<file path="src/rtl/remap_line_coord_gen.sv">
// Tags each remapped pixel with its tile-row gray flag and emits one write-coordinate
// word per line. Counters walk pixel, line, tile column, tile row in tile-raster order.
module remap_line_coord_gen #(
    parameter int unsigned LINE_PIX       = 32,
    parameter int unsigned TILE_H         = 16,
    parameter int unsigned TILES_X        = 30,
    parameter int unsigned TILES_Y        = 30,
    parameter int unsigned GRAY_ROW_LO    = 15,
    parameter int unsigned GRAY_ROW_HI    = 30,
    parameter bit          LAST_COL_SHORT = 1'b0
) (
    input  logic        pclk,
    input  logic        pclk_reset_n,
    input  logic [15:0] in_pixel,
    input  logic        in_valid,
    input  logic        in_sof,
    output logic        in_ready,
    input  logic        fifo_almost_full,
    output logic [16:0] pixel_data,
    output logic        pixel_valid,
    output logic [34:0] coords_out,
    output logic        coords_out_valid,
    output logic        frame_done,
    output logic        sync_err
);

    localparam int unsigned PX_W = (LINE_PIX > 1) ? $clog2(LINE_PIX) : 1;
    localparam int unsigned LN_W = (TILE_H   > 1) ? $clog2(TILE_H)   : 1;
    localparam int unsigned TC_W = (TILES_X  > 1) ? $clog2(TILES_X)  : 1;
    localparam int unsigned TR_W = (TILES_Y  > 1) ? $clog2(TILES_Y)  : 1;
    localparam int unsigned CW   = 35;

    logic [PX_W-1:0] px_q,   px_d;
    logic [LN_W-1:0] line_q, line_d;
    logic [TC_W-1:0] tcol_q, tcol_d;
    logic [TR_W-1:0] trow_q, trow_d;

    logic [16:0]   pixel_data_q,  pixel_data_d;
    logic          pixel_valid_q, pixel_valid_d;
    logic [CW-1:0] coords_q,      coords_d;
    logic          coords_vld_q,  coords_vld_d;
    logic          frame_done_q,  frame_done_d;
    logic          sync_err_q,    sync_err_d;

    logic            xfer;
    logic            cnt_nz;
    logic [PX_W-1:0] px_e;
    logic [LN_W-1:0] line_e;
    logic [TC_W-1:0] tcol_e;
    logic [TR_W-1:0] trow_e;
    logic            gray;
    logic            short_line;
    logic [PX_W-1:0] px_last;
    logic            last_px, last_line, last_col, last_row;
    logic [15:0]     coord_x, coord_y;

    assign in_ready = pclk_reset_n && !fifo_almost_full;

    // Position of the current pixel; an accepted in_sof always restarts at the frame origin.
    always_comb begin
        xfer   = in_valid && in_ready;
        cnt_nz = (|px_q) || (|line_q) || (|tcol_q) || (|trow_q);
        px_e   = in_sof ? '0 : px_q;
        line_e = in_sof ? '0 : line_q;
        tcol_e = in_sof ? '0 : tcol_q;
        trow_e = in_sof ? '0 : trow_q;

        gray       = (32'(trow_e) >= GRAY_ROW_LO) && (32'(trow_e) < GRAY_ROW_HI);
        short_line = LAST_COL_SHORT && (tcol_e == TC_W'(TILES_X - 1));
        px_last    = short_line ? PX_W'(LINE_PIX / 2 - 1) : PX_W'(LINE_PIX - 1);

        last_px   = (px_e   == px_last);
        last_line = (line_e == LN_W'(TILE_H - 1));
        last_col  = (tcol_e == TC_W'(TILES_X - 1));
        last_row  = (trow_e == TR_W'(TILES_Y - 1));

        coord_x = 16'(tcol_e) * 16'(LINE_PIX);
        coord_y = 16'(trow_e) * 16'(TILE_H) + 16'(line_e);
    end

    // Counter walk and registered outputs for the next cycle.
    always_comb begin
        px_d          = px_q;
        line_d        = line_q;
        tcol_d        = tcol_q;
        trow_d        = trow_q;
        pixel_data_d  = pixel_data_q;
        pixel_valid_d = 1'b0;
        coords_d      = coords_q;
        coords_vld_d  = 1'b0;
        frame_done_d  = 1'b0;
        sync_err_d    = sync_err_q;

        if (xfer) begin
            pixel_valid_d = 1'b1;
            pixel_data_d  = {gray, in_pixel};
            if (in_sof && cnt_nz) begin
                sync_err_d = 1'b1;
            end
            if (px_e == '0) begin
                coords_vld_d = 1'b1;
                coords_d     = {last_line && last_col && last_row, gray, short_line,
                                coord_y, coord_x};
            end

            px_d   = px_e + PX_W'(1);
            line_d = line_e;
            tcol_d = tcol_e;
            trow_d = trow_e;
            if (last_px) begin
                px_d   = '0;
                line_d = line_e + LN_W'(1);
                if (last_line) begin
                    line_d = '0;
                    tcol_d = tcol_e + TC_W'(1);
                    if (last_col) begin
                        tcol_d = '0;
                        trow_d = trow_e + TR_W'(1);
                        if (last_row) begin
                            trow_d       = '0;
                            frame_done_d = 1'b1;
                        end
                    end
                end
            end
        end
    end

    always_ff @(posedge pclk or negedge pclk_reset_n) begin
        if (!pclk_reset_n) begin
            px_q          <= '0;
            line_q        <= '0;
            tcol_q        <= '0;
            trow_q        <= '0;
            pixel_data_q  <= '0;
            pixel_valid_q <= 1'b0;
            coords_q      <= '0;
            coords_vld_q  <= 1'b0;
            frame_done_q  <= 1'b0;
            sync_err_q    <= 1'b0;
        end else begin
            px_q          <= px_d;
            line_q        <= line_d;
            tcol_q        <= tcol_d;
            trow_q        <= trow_d;
            pixel_data_q  <= pixel_data_d;
            pixel_valid_q <= pixel_valid_d;
            coords_q      <= coords_d;
            coords_vld_q  <= coords_vld_d;
            frame_done_q  <= frame_done_d;
            sync_err_q    <= sync_err_d;
        end
    end

    assign pixel_data       = pixel_data_q;
    assign pixel_valid      = pixel_valid_q;
    assign coords_out       = coords_q;
    assign coords_out_valid = coords_vld_q;
    assign frame_done       = frame_done_q;
    assign sync_err         = sync_err_q;

endmodule
</file>
<file path="config.mk">
export PLATFORM = sky130hd
export DESIGN_NAME = remap_line_coord_gen
export DESIGN_NICKNAME = d
export VERILOG_FILES = /design/src/rtl/remap_line_coord_gen.sv
export SDC_FILE = /design/constraint.sdc
export NUM_CORES = 1
export LEC_CHECK = 0
export BUFFER_PORTS_ARGS = -buffer_cell sky130_fd_sc_hd__clkbuf_2
export CAP_MARGIN = 40
export CORE_MARGIN = 3
export CORE_UTILIZATION = 45
export DETAILED_ROUTE_END_ITERATION = 16
export PLACE_DENSITY = 0.7
export REMOVE_ABC_BUFFERS = 1
export SKIP_LAST_GASP = 1
export SLEW_MARGIN = 20
export SYNTH_ARGS = -nofsm -noshare
export SYNTH_HDL_FRONTEND = slang
export SYNTH_SLANG_ARGS = --single-unit
</file>
<file path="constraint.sdc">
create_clock -name pclk -period 3.5 [get_ports pclk]
set_input_delay 0.875 -clock pclk [delete_from_list [all_inputs] [get_ports pclk]]
set_output_delay 0.875 -clock pclk [all_outputs]
set_load 0.02 [all_outputs]
</file>
* Word level (Yosys, flattened, before mapping)
Cells that the tools add are included.
** Storage, ports and cells
- Flip-flop bits (word level) :: 63
- Input bits :: 21
- Output and inout port bits :: 57
- Word-level logic and storage cells :: 60
** Cells by class
- Add/sub/neg operators :: 5
- Magnitude comparators :: 2
- Eq/ne operators :: 4
- Mux-type cells :: 22
- Reduce and logical (&&, ||, !) cells :: 17
** Operator list (number)
- 5-bit two-way mux :: 11
- 5-bit by 1-bit adder with 5-bit output (second input constant) :: 3
- 5-bit equality test (second input constant) :: 3
- 5-bit OR reduction :: 3
- 4-bit two-way mux :: 3
- 9-bit by 4-bit adder with 10-bit output :: 1
- 1-bit two-way mux :: 8
- 1-bit logical AND :: 6
- 5-bit by 4-bit >= comparator with 1-bit output (second input constant) :: 1
- 5-bit zero test :: 1
- 5-bit less-than comparator (second input constant) :: 1
- 4-bit by 1-bit adder with 4-bit output (second input constant) :: 1
- 4-bit equality test (second input constant) :: 1
- 2-bit AND reduction :: 2
- 4-bit OR reduction :: 1
- 1-bit logical OR :: 3
- 1-bit zero test :: 1

* Depth between registers and ports, before layout
- Word-level depth :: 7
- Gate-level depth with buffers :: 12

* Least setup slack after synthesis
No wires, ideal clock.
- Path type :: input-to-reg
- Start point :: input in_sof
- End point :: register line_q[2]
- Library setup time :: 0.126 ns
- Data arrival time :: 2.618 ns
- Required time :: 3.374 ns
- Path slack :: 0.756 ns
- Stages on the path :: 11
- Buffers on the path :: 3
- Path through :: buf_2 -> buf_2 -> nand2b_1 -> inv_1 -> ha_1 -> and4b_1 -> ha_1 -> buf_2 -> nand4b_1 -> o32ai_1 -> nor2_1
** Between the ends
- Longest elaborated chain between the ends :: 4
** RTL lines
- start, declared :: line 16 : input logic in_sof,
- 4-bit two-way mux :: line 64 : line_e = in_sof ? '0 : line_q;
- 4-bit by 1-bit adder with 4-bit output / 4-bit equality test (equally long branches) :: line 112, 73
- 4-bit two-way mux :: line 113 : if (last_line) begin
- 4-bit two-way mux * :: line 110 : if (last_px) begin
- end signal, assigned :: line 143 : line_q <= line_d;
- end, declared :: line 34 : logic [LN_W-1:0] line_q, line_d;
Mark *: on every way between the ends. The rest lies on a longest branch, timed or not.
A chain may end at the register's enable or synchronous reset.

* Worst setup path after layout
Ends and elaborated chain as after synthesis.

==> impl_metrics.toml <==
[die]
die_w_um = 85.7
rows = 28
die_h_um = 85.7
io_pins = 78
start_util_pct = 47.5
dieArea_um2 = 7350
coreArea_um2 = 6030

[final_layout]
post-route-util_pct = 53.9
num_antenna_cells = 0
fin_nets = 393
area_growth_syn_to_layout_pct = 13.5
final_cell_mix = "nand2_1, clkbuf_2, dfrtp_1"
mostFrequentLayoutCell = "nand2_1"
drive_gt1_share_pct = 22.9

[critical_path]
crit_start = "in_sof"
slowest_stage = "ha_1"
crit_required_ps = 3700
r2r_slack_ps = 1250
worst_ep_arrival_time_ps = 2860
crit_type = "primary input to flop"
max_stage_delay_ps = 480
end_kind = "flop"
cp-start-kind = "primary input"
path_cells = "clkbuf_2, nand2b_1, inv_1, ha_1, and4b_1, ha_1, nand4b_1, o32ai_1, nor2_1"
path_max_fanout = 13
r2r_start = "px_q[0]"
crit_top_cell = "ha_1"

[place]
portBuffers = 58
place_ws_ps = 544
routabilityCongestion = 0.859
dp_hpwl_um = 4320

[clocking]
clk_latency_ps = 310
cts-root-buf = "clkbuf_8"
hold_buffers = 0
cts_made_buffers = 5
post_cts_buffers = 0
numClockSinks = 56
htreeDepth = 2
clkTransAtPathRegs_ps = 100
cts_tree = "built"
cts-resized-gates = 0
clock_path_buffers = 2

[synthesis]
synth_area_per_cell_um2 = 9.35
synth_seq_area_share_pct = 49.0
netlist_area_um2 = 2860
ys.flop_type = "dfrtp_1"
ys_types = 51
ys_warn_count = 0
synth_edf_count = 0
synthArstFlopShare_pct = 100
synth_seq_cells = 56
synthCells = 306

[power_and_ir_drop]
p_per_area_nw_per_um2 = 415
leakagePower_uw = 0.00166
ir_worst_vdd_uv = 263

[global_route]
grt_util_all_layers_pct = 17.1
grt_pass1_vias = 2192
grt_pass1_wl_um = 10200
antenna_found_initial = 0
grt_max_degree = 34
grt-ovfl-total = 0

[sta]
fmax_mhz = 375
worstMarginPinSlew_ps = 517
max-slew-margin-rel_pct = 65.5
fin_ws_ps = 836
finalSetupViolCount = 0
clock_skew_ps = 9.96
finalCritPeriodShare_pct = 76.1
finalHoldViolations = 0
tns_ps = 0
rsz0062_at_grt = "no"
drv_slew = 0
post-route-min-period_ps = 2660

[drt]
final_antenna_net_count = 0
vias_per_cell = 5.15
firstDrtPassIters = 4
drcViolationCount = 0
avgRoutedWirePerCell_um = 13.7
num_vias = 2255
wirelength_um = 5980
drt_iter0_drc = 149

[run_status]
status = "completed"

[run]
maxCapViolations = 0

[worst_hold_path]
min_path_type = "primary input to async pin"
-- worst max-delay path, delay by kind of cell --
family          cells  cell delay [ps]
buf+inv             2              230
fa+ha+maj           2              660
compound gates      1              300
simple gates        4              790
-- registers in the layout, indices dropped and copies added (netlist names) --
signal / count
sync_err: 1
frame_done: 1
pixel_data: 17
pixel_valid: 1
px_q: 5
trow_q: 5
coords_out: 16
tcol_q: 5
line_q: 4
coords_out_valid: 1
-- cells by family after synthesis --
| group | Yosys count | share of synthesized area [%] |
|---|---|---|
| adders and majority gates | 9 | 3.94 |
| muxes | 3 | 1.27 |
| other | 1 | 0.131 |
| and+or+nand+nor | 134 | 23.5 |
| buffers and inverters | 48 | 9.79 |
| DFF | 56 | 49.0 |
| AOI/OAI and AO/OA | 55 | 12.4 |
-- area by class of cell --
type,instances,area [um^2]
Fill cell,544,2780
Multi-Input combinational cell,220,1250
Tap cell,75,93.8
Sequential cell,56,1400
Clock buffer,7,96.3
Inverter,15,57.6
Timing Repair Buffer,65,350
-- cell usage after synthesis (2+ instances only) --
cell type | count | area (um^2)
a21oi_1 | 5 | 25.0
a22oi_1 | 3 | 22.5
a31oi_1 | 3 | 18.8
and3_1 | 2 | 12.5
and4b_1 | 2 | 20.0
buf_2 | 10 | 50.1
buf_4 | 19 | 143
buf_6 | 2 | 22.5
dfrtp_1 | 56 | 1400
ha_1 | 9 | 113
inv_1 | 14 | 52.6
nand2_1 | 77 | 289
nand2b_1 | 12 | 75.1
nand3_1 | 9 | 45.0
nand3_2 | 2 | 20.0
nor2_1 | 6 | 22.5
nor2b_1 | 5 | 31.3
nor3_1 | 3 | 15.0
nor4_1 | 5 | 31.3
o211ai_1 | 4 | 30.0
o21ai_0 | 4 | 20.0
o21ai_1 | 18 | 90.1
o22ai_1 | 3 | 18.8
o31ai_1 | 6 | 45.0
-- power breakdown --
group | total [uW] | internal (uW) | leakage [uW] | switching, uW
clock | 376 | 177 | 0.0000503 | 200
combinational | 237 | 75.8 | 0.000871 | 161
sequential | 734 | 698 | 0.000742 | 36.3
-- path summary, 6_finish.rpt --
kind | to | cells past startpoint
max | line_q[2] | 9
min | pixel_data[16] | 1
max reg2reg | line_q[2] | 8
min reg2reg | sync_err | 1
max in group asynchronous | px_q[0] | 2
min in group pclk | sync_err | 1
-- through the flow --
stage	total power (uW)	hold WS [ps]	instances	instance area (um^2)
floorplan	881	481	291	2710
global placement	981	449	430	3140
detailed placement	986	454	431	3150
CTS	1360	425	438	3250
global route	1420	418	438	3250
finish	1350	420	438	3250
-- routing by layer --
layer / vias to the layer above / GRT usage [%] / wire length (um)
met1: 1057 / 23.4 / 2830
met5: - / 0 / 0
li1: 1110 / - / -
met4: 0 / 4.75 / 53
met2: 82 / 26.7 / 2600
met3: 6 / 4.80 / 500
Note: power is estimated with default switching activity, not from simulation.
